## src/rtl/dmem_access_unit_pkg.sv

```systemverilog
// Shared encodings for the M-stage data-memory access unit: FSM states,
// store sizes, an empty write mask, and the load funct3 codes.
package dmem_access_unit_pkg;

   typedef enum logic [1:0] {
      DMEM_IDLE = 2'd0,
      DMEM_REQ  = 2'd1,
      DMEM_RESP = 2'd2,
      DMEM_DONE = 2'd3
   } dmem_state_e;

   localparam logic [1:0] ST_SIZE_B = 2'b00;
   localparam logic [1:0] ST_SIZE_H = 2'b01;
   localparam logic [1:0] ST_SIZE_W = 2'b10;

   localparam logic [3:0] WMASK_NONE = 4'b0000;

   localparam logic [2:0] FNC_LB  = 3'b000;
   localparam logic [2:0] FNC_LH  = 3'b001;
   localparam logic [2:0] FNC_LW  = 3'b010;
   localparam logic [2:0] FNC_LBU = 3'b100;
   localparam logic [2:0] FNC_LHU = 3'b101;

endpackage

```

## src/rtl/dmem_load_extract.sv

```systemverilog
// Selects the addressed byte or halfword from a read word and applies
// sign or zero extension according to the load funct3.
module dmem_load_extract
   import dmem_access_unit_pkg::*;
(
   input  logic [31:0] word_i,
   input  logic [1:0]  offset_i,
   input  logic [2:0]  ld_size_i,
   output logic [31:0] data_o
);

   logic [31:0] shifted;
   logic [7:0]  byte_v;
   logic [15:0] half_v;

   always_comb begin
      shifted = word_i >> {offset_i, 3'b000};
      byte_v  = shifted[7:0];
      half_v  = offset_i[1] ? word_i[31:16] : word_i[15:0];
      case (ld_size_i)
         FNC_LB:  data_o = {{24{byte_v[7]}}, byte_v};
         FNC_LH:  data_o = {{16{half_v[15]}}, half_v};
         FNC_LW:  data_o = word_i;
         FNC_LBU: data_o = {24'd0, byte_v};
         FNC_LHU: data_o = {16'd0, half_v};
         default: data_o = '0;
      endcase
   end

endmodule

```

## src/rtl/dmem_access_unit.sv

```systemverilog
// M-stage data-memory responder: validates and aligns load/store requests,
// runs the request/response handshake and stalls the pipeline until done.
//
//   state | meaning
//   IDLE  | waiting for a load/store intent; checks alignment and size
//   REQ   | mem_req_valid high, holding request until mem_req_ready
//   RESP  | read accepted, waiting for mem_resp_valid
//   DONE  | access finished, stall low for one cycle so the pipeline advances
module dmem_access_unit
   import dmem_access_unit_pkg::*;
#(
   parameter int MEM_AW = 30
) (
   input  logic              clk,
   input  logic              reset,
   input  logic              req_re,
   input  logic              req_we,
   input  logic [31:0]       req_addr,
   input  logic [31:0]       req_wdata,
   input  logic [1:0]        st_size,
   input  logic [2:0]        ld_size,
   output logic              stall,
   output logic [31:0]       load_data,
   output logic              access_err,
   output logic              mem_req_valid,
   input  logic              mem_req_ready,
   output logic              mem_req_rw,
   output logic [MEM_AW-1:0] mem_req_addr,
   output logic [31:0]       mem_req_wdata,
   output logic [3:0]        mem_req_wmask,
   input  logic              mem_resp_valid,
   input  logic [31:0]       mem_resp_data
);

   dmem_state_e       state_q, state_d;
   logic              valid_q, valid_d;
   logic              rw_q, rw_d;
   logic [MEM_AW-1:0] addr_q, addr_d;
   logic [31:0]       wdata_q, wdata_d;
   logic [3:0]        wmask_q, wmask_d;
   logic [1:0]        off_q, off_d;
   logic [2:0]        ldsz_q, ldsz_d;
   logic [31:0]       load_data_q, load_data_d;
   logic              err_q, err_d;

   logic              has_req;
   logic              err_now;
   logic [3:0]        st_mask;
   logic [31:0]       st_data;
   logic [31:0]       ext_data;

   assign has_req = req_re | req_we;

   // A store takes priority when both intents are raised.
   always_comb begin
      err_now = 1'b0;
      if (req_we) begin
         case (st_size)
            ST_SIZE_B: err_now = 1'b0;
            ST_SIZE_H: err_now = req_addr[0];
            ST_SIZE_W: err_now = |req_addr[1:0];
            default:   err_now = 1'b1;
         endcase
      end else begin
         case (ld_size)
            FNC_LB, FNC_LBU: err_now = 1'b0;
            FNC_LH, FNC_LHU: err_now = req_addr[0];
            FNC_LW:          err_now = |req_addr[1:0];
            default:         err_now = 1'b1;
         endcase
      end
   end

   always_comb begin
      case (st_size)
         ST_SIZE_B: begin
            st_mask = 4'b0001 << req_addr[1:0];
            st_data = {4{req_wdata[7:0]}};
         end
         ST_SIZE_H: begin
            st_mask = 4'b0011 << req_addr[1:0];
            st_data = {2{req_wdata[15:0]}};
         end
         default: begin
            st_mask = 4'b1111;
            st_data = req_wdata;
         end
      endcase
   end

   dmem_load_extract u_extract (
      .word_i    (mem_resp_data),
      .offset_i  (off_q),
      .ld_size_i (ldsz_q),
      .data_o    (ext_data)
   );

   always_comb begin
      state_d     = state_q;
      valid_d     = valid_q;
      rw_d        = rw_q;
      addr_d      = addr_q;
      wdata_d     = wdata_q;
      wmask_d     = wmask_q;
      off_d       = off_q;
      ldsz_d      = ldsz_q;
      load_data_d = load_data_q;
      err_d       = 1'b0;
      case (state_q)
         DMEM_IDLE: begin
            if (has_req) begin
               if (err_now) begin
                  err_d = 1'b1;
               end else begin
                  addr_d  = req_addr[MEM_AW+1:2];
                  rw_d    = req_we;
                  off_d   = req_addr[1:0];
                  ldsz_d  = ld_size;
                  wdata_d = st_data;
                  wmask_d = req_we ? st_mask : WMASK_NONE;
                  valid_d = 1'b1;
                  state_d = DMEM_REQ;
               end
            end
         end
         DMEM_REQ: begin
            if (mem_req_ready) begin
               valid_d = 1'b0;
               state_d = rw_q ? DMEM_DONE : DMEM_RESP;
            end
         end
         DMEM_RESP: begin
            if (mem_resp_valid) begin
               load_data_d = ext_data;
               state_d     = DMEM_DONE;
            end
         end
         default: state_d = DMEM_IDLE;
      endcase
   end

   always_ff @(posedge clk or posedge reset) begin
      if (reset) begin
         state_q     <= DMEM_IDLE;
         valid_q     <= 1'b0;
         rw_q        <= 1'b0;
         addr_q      <= '0;
         wdata_q     <= '0;
         wmask_q     <= WMASK_NONE;
         off_q       <= '0;
         ldsz_q      <= '0;
         load_data_q <= '0;
         err_q       <= 1'b0;
      end else begin
         state_q     <= state_d;
         valid_q     <= valid_d;
         rw_q        <= rw_d;
         addr_q      <= addr_d;
         wdata_q     <= wdata_d;
         wmask_q     <= wmask_d;
         off_q       <= off_d;
         ldsz_q      <= ldsz_d;
         load_data_q <= load_data_d;
         err_q       <= err_d;
      end
   end

   assign stall = (state_q == DMEM_REQ) | (state_q == DMEM_RESP) |
                  ((state_q == DMEM_IDLE) & has_req & ~err_now);

   assign load_data     = load_data_q;
   assign access_err    = err_q;
   assign mem_req_valid = valid_q;
   assign mem_req_rw    = rw_q;
   assign mem_req_addr  = addr_q;
   assign mem_req_wdata = wdata_q;
   assign mem_req_wmask = wmask_q;

endmodule

```

## config.mk

```make
export PLATFORM = sky130hd
export DESIGN_NAME = dmem_access_unit
export DESIGN_NICKNAME = d
export VERILOG_FILES = /design/src/rtl/dmem_access_unit_pkg.sv /design/src/rtl/dmem_load_extract.sv /design/src/rtl/dmem_access_unit.sv
export SDC_FILE = /design/constraint.sdc
export NUM_CORES = 1
export LEC_CHECK = 0
export BUFFER_PORTS_ARGS = -buffer_cell sky130_fd_sc_hd__buf_2
export CORE_ASPECT_RATIO = 0.6
export CORE_MARGIN = 1
export CORE_UTILIZATION = 55
export CTS_BUF_LIST = sky130_fd_sc_hd__clkbuf_8
export DETAILED_ROUTE_END_ITERATION = 10
export MAX_ROUTING_LAYER = met4
export PLACE_DENSITY = 0.95
export SYNTH_ARGS = -nofsm -noshare
export SYNTH_HDL_FRONTEND = slang
export SYNTH_HIERARCHICAL = 1
export SYNTH_SLANG_ARGS = --single-unit
```

## constraint.sdc

```tcl
create_clock -name clk -period 8.8 [get_ports clk]
set_input_delay 2.64 -clock clk [delete_from_list [all_inputs] [get_ports clk]]
set_output_delay 2.64 -clock clk [all_outputs]
set_load 0.1 [all_outputs]
```

Yosys cells after proc, flatten, opt, wreduce, memory -nomap -nowiden

Cells that the tools add are included.

Flip-flop bits (word level): 108
Output and inout bits: 102
Logic and storage cells: 68
Bits of input ports: 107

Muxes and demuxes: 21
Equal/unequal tests: 16
Reductions and logical operators: 12
Bitwise operators: 6
Shift operators: 3

Operators with widths:

| kind                                            | count |
|---|---|
| case mux 32 bit (5 select lines)                | 1 |
| case mux 32 bit (2 select lines)                | 1 |
| right shift 32 x 5 -> 8 bit                     | 1 |
| 2-to-1 mux 16 bit                               | 1 |
| == test 3 bit, second input constant            | 4 |
| 2-to-1 mux 1 bit                                | 8 |
| 2-to-1 mux 2 bit                                | 4 |
| inequality test 2 bit, second input constant    | 4 |
| case mux 4 bit (2 select lines)                 | 1 |
| AND reduction 4 bit                             | 2 |
| == test 3 x 1 -> 1 bit, second input constant   | 2 |
| == test 3 x 2 -> 1 bit, second input constant   | 2 |
| logical NOT 3 bit                               | 2 |
| case mux 1 bit (3 select lines)                 | 2 |
| case mux 2 bit (3 select lines)                 | 1 |
| OR reduction 2 bit                              | 3 |
| == test 2 x 1 -> 1 bit, second input constant   | 2 |
| == test 2 bit, second input constant            | 2 |
| logical NOT 2 bit                               | 2 |
| 2-to-1 mux 4 bit                                | 1 |
| << shifter 1 x 2 -> 4 bit, first input constant | 1 |
| << shifter 2 x 2 -> 4 bit, first input constant | 1 |
| bitwise OR 1 bit                                | 3 |
| AND reduction 3 bit                             | 1 |
| 5 further kinds                                 | 6 |

Longest topological paths before layout

Depth in word-level cells: 7
Depth in mapped cells: 7
Depth with buffers taken out: 6

Cells and area by module

Netlist, hierarchy kept.

By module, submodules not included:

| module            | area each (µm²) | times used | cells each |
|---|---|---|---|
| dmem_access_unit  | 4842.1          | 1          | 331 |
| dmem_load_extract | 854.6           | 1          | 114 |

Worst setup path after synthesis

Ideal clock, no wire load.

Path type: input -> output
Start: input port req_addr[0]
End: output port stall
Path slack: 1.850 ns
Data arrival time: 4.310 ns
Stages on the path: 6
Buffers on the path: 2
Data required time: 6.160 ns
Cells stage by stage: buf_6 > nor4_1 > nor3_2 > nor3_4 > buf_6 > or2_2

Longest elaborated chain between the ends: 6
Elaborated cells between the ends (all ways): 7
Those cells by class: mux (3); bitwise (3); reduce/logical (1)

RTL lines:

| element                                            | RTL line                                       | RTL |
|---|---|---|
| from (decl)                                        | dmem_access_unit.sv:18                         | `input logic [31:0] req_addr,` |
| OR reduction 2 bit                                 | dmem_access_unit.sv:61, dmem_access_unit.sv:68 |  |
| case mux 1 bit (3 select lines) (on tied branches) | dmem_access_unit.sv:65, dmem_access_unit.sv:58 |  |
| 2-to-1 mux 1 bit (*)                               | dmem_access_unit.sv:57                         | `if (req_we) begin` |
| NOT 1 bit (no source line) (*)                     | n/a                                            |  |
| bitwise AND 1 bit (*)                              | dmem_access_unit.sv:169                        | `((state_q == DMEM_IDLE) & has_req & ~err_now);` |
| bitwise OR 1 bit (*)                               | dmem_access_unit.sv:168                        | `assign stall = (state_q == DMEM_REQ) \| (state_q == DMEM_RESP) \|` |
| to (decl)                                          | dmem_access_unit.sv:22                         | `output logic stall,` |

Every way passes the cells marked *; elsewhere a longest branch is shown, timed or not.

Final worst setup path

Start: input port st_size[1]
End: output port stall

Longest elaborated chain between the ends: 6
Elaborated cells between the ends (all ways): 8
Those cells by class: eq/ne (2); mux (2); bitwise (3); reduce/logical (1)

RTL lines:

| element                                     | RTL line                | RTL |
|---|---|---|
| from (decl)                                 | dmem_access_unit.sv:20  | `input logic [1:0] st_size,` |
| == test 2 bit, or another cell as far along | dmem_access_unit.sv:58  | `case (st_size)` |
| case mux 1 bit (3 select lines) (*)         | dmem_access_unit.sv:58  |  |
| 2-to-1 mux 1 bit (*)                        | dmem_access_unit.sv:57  |  |
| NOT 1 bit (no source line) (*)              | n/a                     |  |
| bitwise AND 1 bit (*)                       | dmem_access_unit.sv:169 |  |
| bitwise OR 1 bit (*)                        | dmem_access_unit.sv:168 |  |

Marked as above.

==> out/qor.csv <==
metric,value,unit
status,completed,
dp_slack,1937,ps
hold_viol,0,
worstSkewPairLatency,370,ps
fin_util,0.6939,
setup_ws,1934,ps
die_area,10780,um2
nets,745,
fin_skew,10.52,ps
first_global_vias,4291,
antenna_found_initial,0,
period_share,0.7802,
end_kind,output pin,
report.final.slew_viol_count,0,
synth_nets,556,
cts_made_buffers,9,
finalWirelength,13.80,mm
post-route-drc-count,0,
synth_edf_count,0,
worst_pin_slew,1131,ps
dp_hpwl,10.10,mm
required,6160,ps
first_iter_violations,278,
post-route-cell-area,6904,um2
vias,4382,
io_pins,209,
ys_types,45,
drive_gt1_frac,0.5705,
post_dp_cell_area,6699,um2
setup_viol,0,
clock.fmax,145.7,MHz
initial_core_util,0.5726,
worst_hold_path_type,reg -> reg,
netlist_area,5697,um2
yosys.area.top_type,dfrtp_1,
ys.flop_type,dfrtp_1,
core,9950,um2
die_w,133.4,um
crit_type,in -> out,
synthTopCellsByCount,"dfrtp_1 (108), mux2_2 (87), mux2_4 (41)",
yosys_register_bits,108,
postCtsHoldBufs,0,
clk_pin_slew,100,ps
clockRootBuffer,clkbuf_8,
synth_async_sr_flop_share,1.000,
ys_warn_count,6,
slew-limit-headroom,0.2461,
synth_seq_area_share,0.4744,
wire_per_inst,17.85,um
synth.most_common_cell,dfrtp_1,
drv_cap,0,
gr-usage-all-layers,0.2650,
fin_setup_tns,0,ps
postCtsSetupBuffers,0,
grt_pass1_wl,21.55,mm
yosys-top-cells-area,"dfrtp_1 (47%), mux2_2 (17%), mux2_4 (11%), mux2i_1 (2.8%), buf_6 (2.6%)",
ant_nets,0,
syn_to_final_growth,21.19,%
cts_resized,0,
rows,28,
drtPass1Iterations,5,
rsz0062_at_grt,no,
chipHeight,80.83,um
synth_top_area_frac,0.4744,
diodes,0,
io_buffers,208,
synthCells,445,
tritoncts,built,
cts_sinks,108,
routabilityCongestion,0.9439,
period_minus_slack,6866,ps
start_kind,input pin,
crit_fanout,32,
clockBufferDepth,2,
cp.arrival,4230,ps
grt_max_degree,73,
grt-ovfl-total,0,
syn_avg_cell_area,12.80,um2
via_per_inst,5.669,
num-fill-cells,717,
cts-htree-levels,3,
-- final cells by class --
cell class	instances	area, um2	share of cell area
multi-input combinational	296	2731	0.3956
sequential	108	2703	0.3914
timing repair buffer	211	1064	0.1540
tap	135	168.9	0.02447
clock buffer	9	123.9	0.01794
clock inverter	6	81.33	0.01178
inverter	8	32.53	0.004712
-- state kept, by name, summed over array words and instances, names as in the netlist --
name / count
state_q: 2
mem_req_wdata: 32
mem_req_wmask: 4
ldsz_q: 3
mem_req_valid: 1
mem_req_addr: 30
access_err: 1
off_q: 2
mem_req_rw: 1
load_data: 32
-- layout by cell type (no fill, tap or decap), types with 2 or more instances in the layout --
cell type and n:
a21oi_1 2, a221oi_1 2, a22oi_1 9, buf_2 208, buf_4 3, bufinv_16 2
clkbuf_8 9, clkinv_2 2, dfrtp_1 108, ha_1 4, inv_1 8, mux2_1 5
mux2_2 87, mux2_4 41, mux2i_1 16, nand2_1 17, nand3_1 21, nor2_1 12
nor2b_1 5, nor3_1 2, o211ai_1 18, o21ai_0 18, o21ai_1 3, o22ai_1 11
or2_2 3
-- per-layer routing --
layer,share of wire,up-vias,GRT usage
li1,-,2010,-
met1,0.44,2137,0.3476
met5,0,-,-
met4,0.021,0,0.09205
met3,0.076,29,0.06679
met2,0.46,206,0.4031
-- path summary, 6_finish.rpt --
path	startpoint	end	slack [ps]	cells past startpoint
worst max-delay path	st_size[1]	stall	1930	6
worst min-delay path	mem_req_wdata[0]	mem_req_wdata[0]	500	1
worst max register to register	state_q[0]	mem_req_addr[29]	5960	6
worst min register to register	mem_req_wdata[0]	mem_req_wdata[0]	500	1
max in group asynchronous	reset	off_q[1]	5270	3
min in group asynchronous	reset	mem_req_addr[29]	2320	2
-- critical path, stage by stage --
cell	delay, ps
buf_2	440
o21a_1	230
o221a_2	280
nor3_4	60
or2_2	270
buf_2	290
-- kinds of logic (layout without fill, tap and decap cells) --
| kind of cell | after synthesis | after routing | synth area share |
|---|---|---|---|
| mux | 149 | 149 | 0.3180 |
| flops | 108 | 108 | 0.4744 |
| simple gates | 73 | 73 | 0.06941 |
| compound gates | 70 | 70 | 0.08324 |
| buf+inv | 41 | 234 | 0.04612 |
| fa+ha+maj | 4 | 4 | 0.008786 |
-- stage by stage --
| stage | std cells | hold slack [ps] |
|---|---|---|
| 2_1_floorplan | 445 | 452.4 |
| 6_report | 773 | 498.1 |
| 5_1_grt | 773 | 529.4 |
| 3_5_place_dp | 758 | 478.1 |
| 3_3_place_gp | 758 | 463.5 |
| 4_1_cts | 773 | 501.6 |
Power is not shown: default switching activity piles up to over one toggle a cycle in this logic, so the estimate is an artifact.
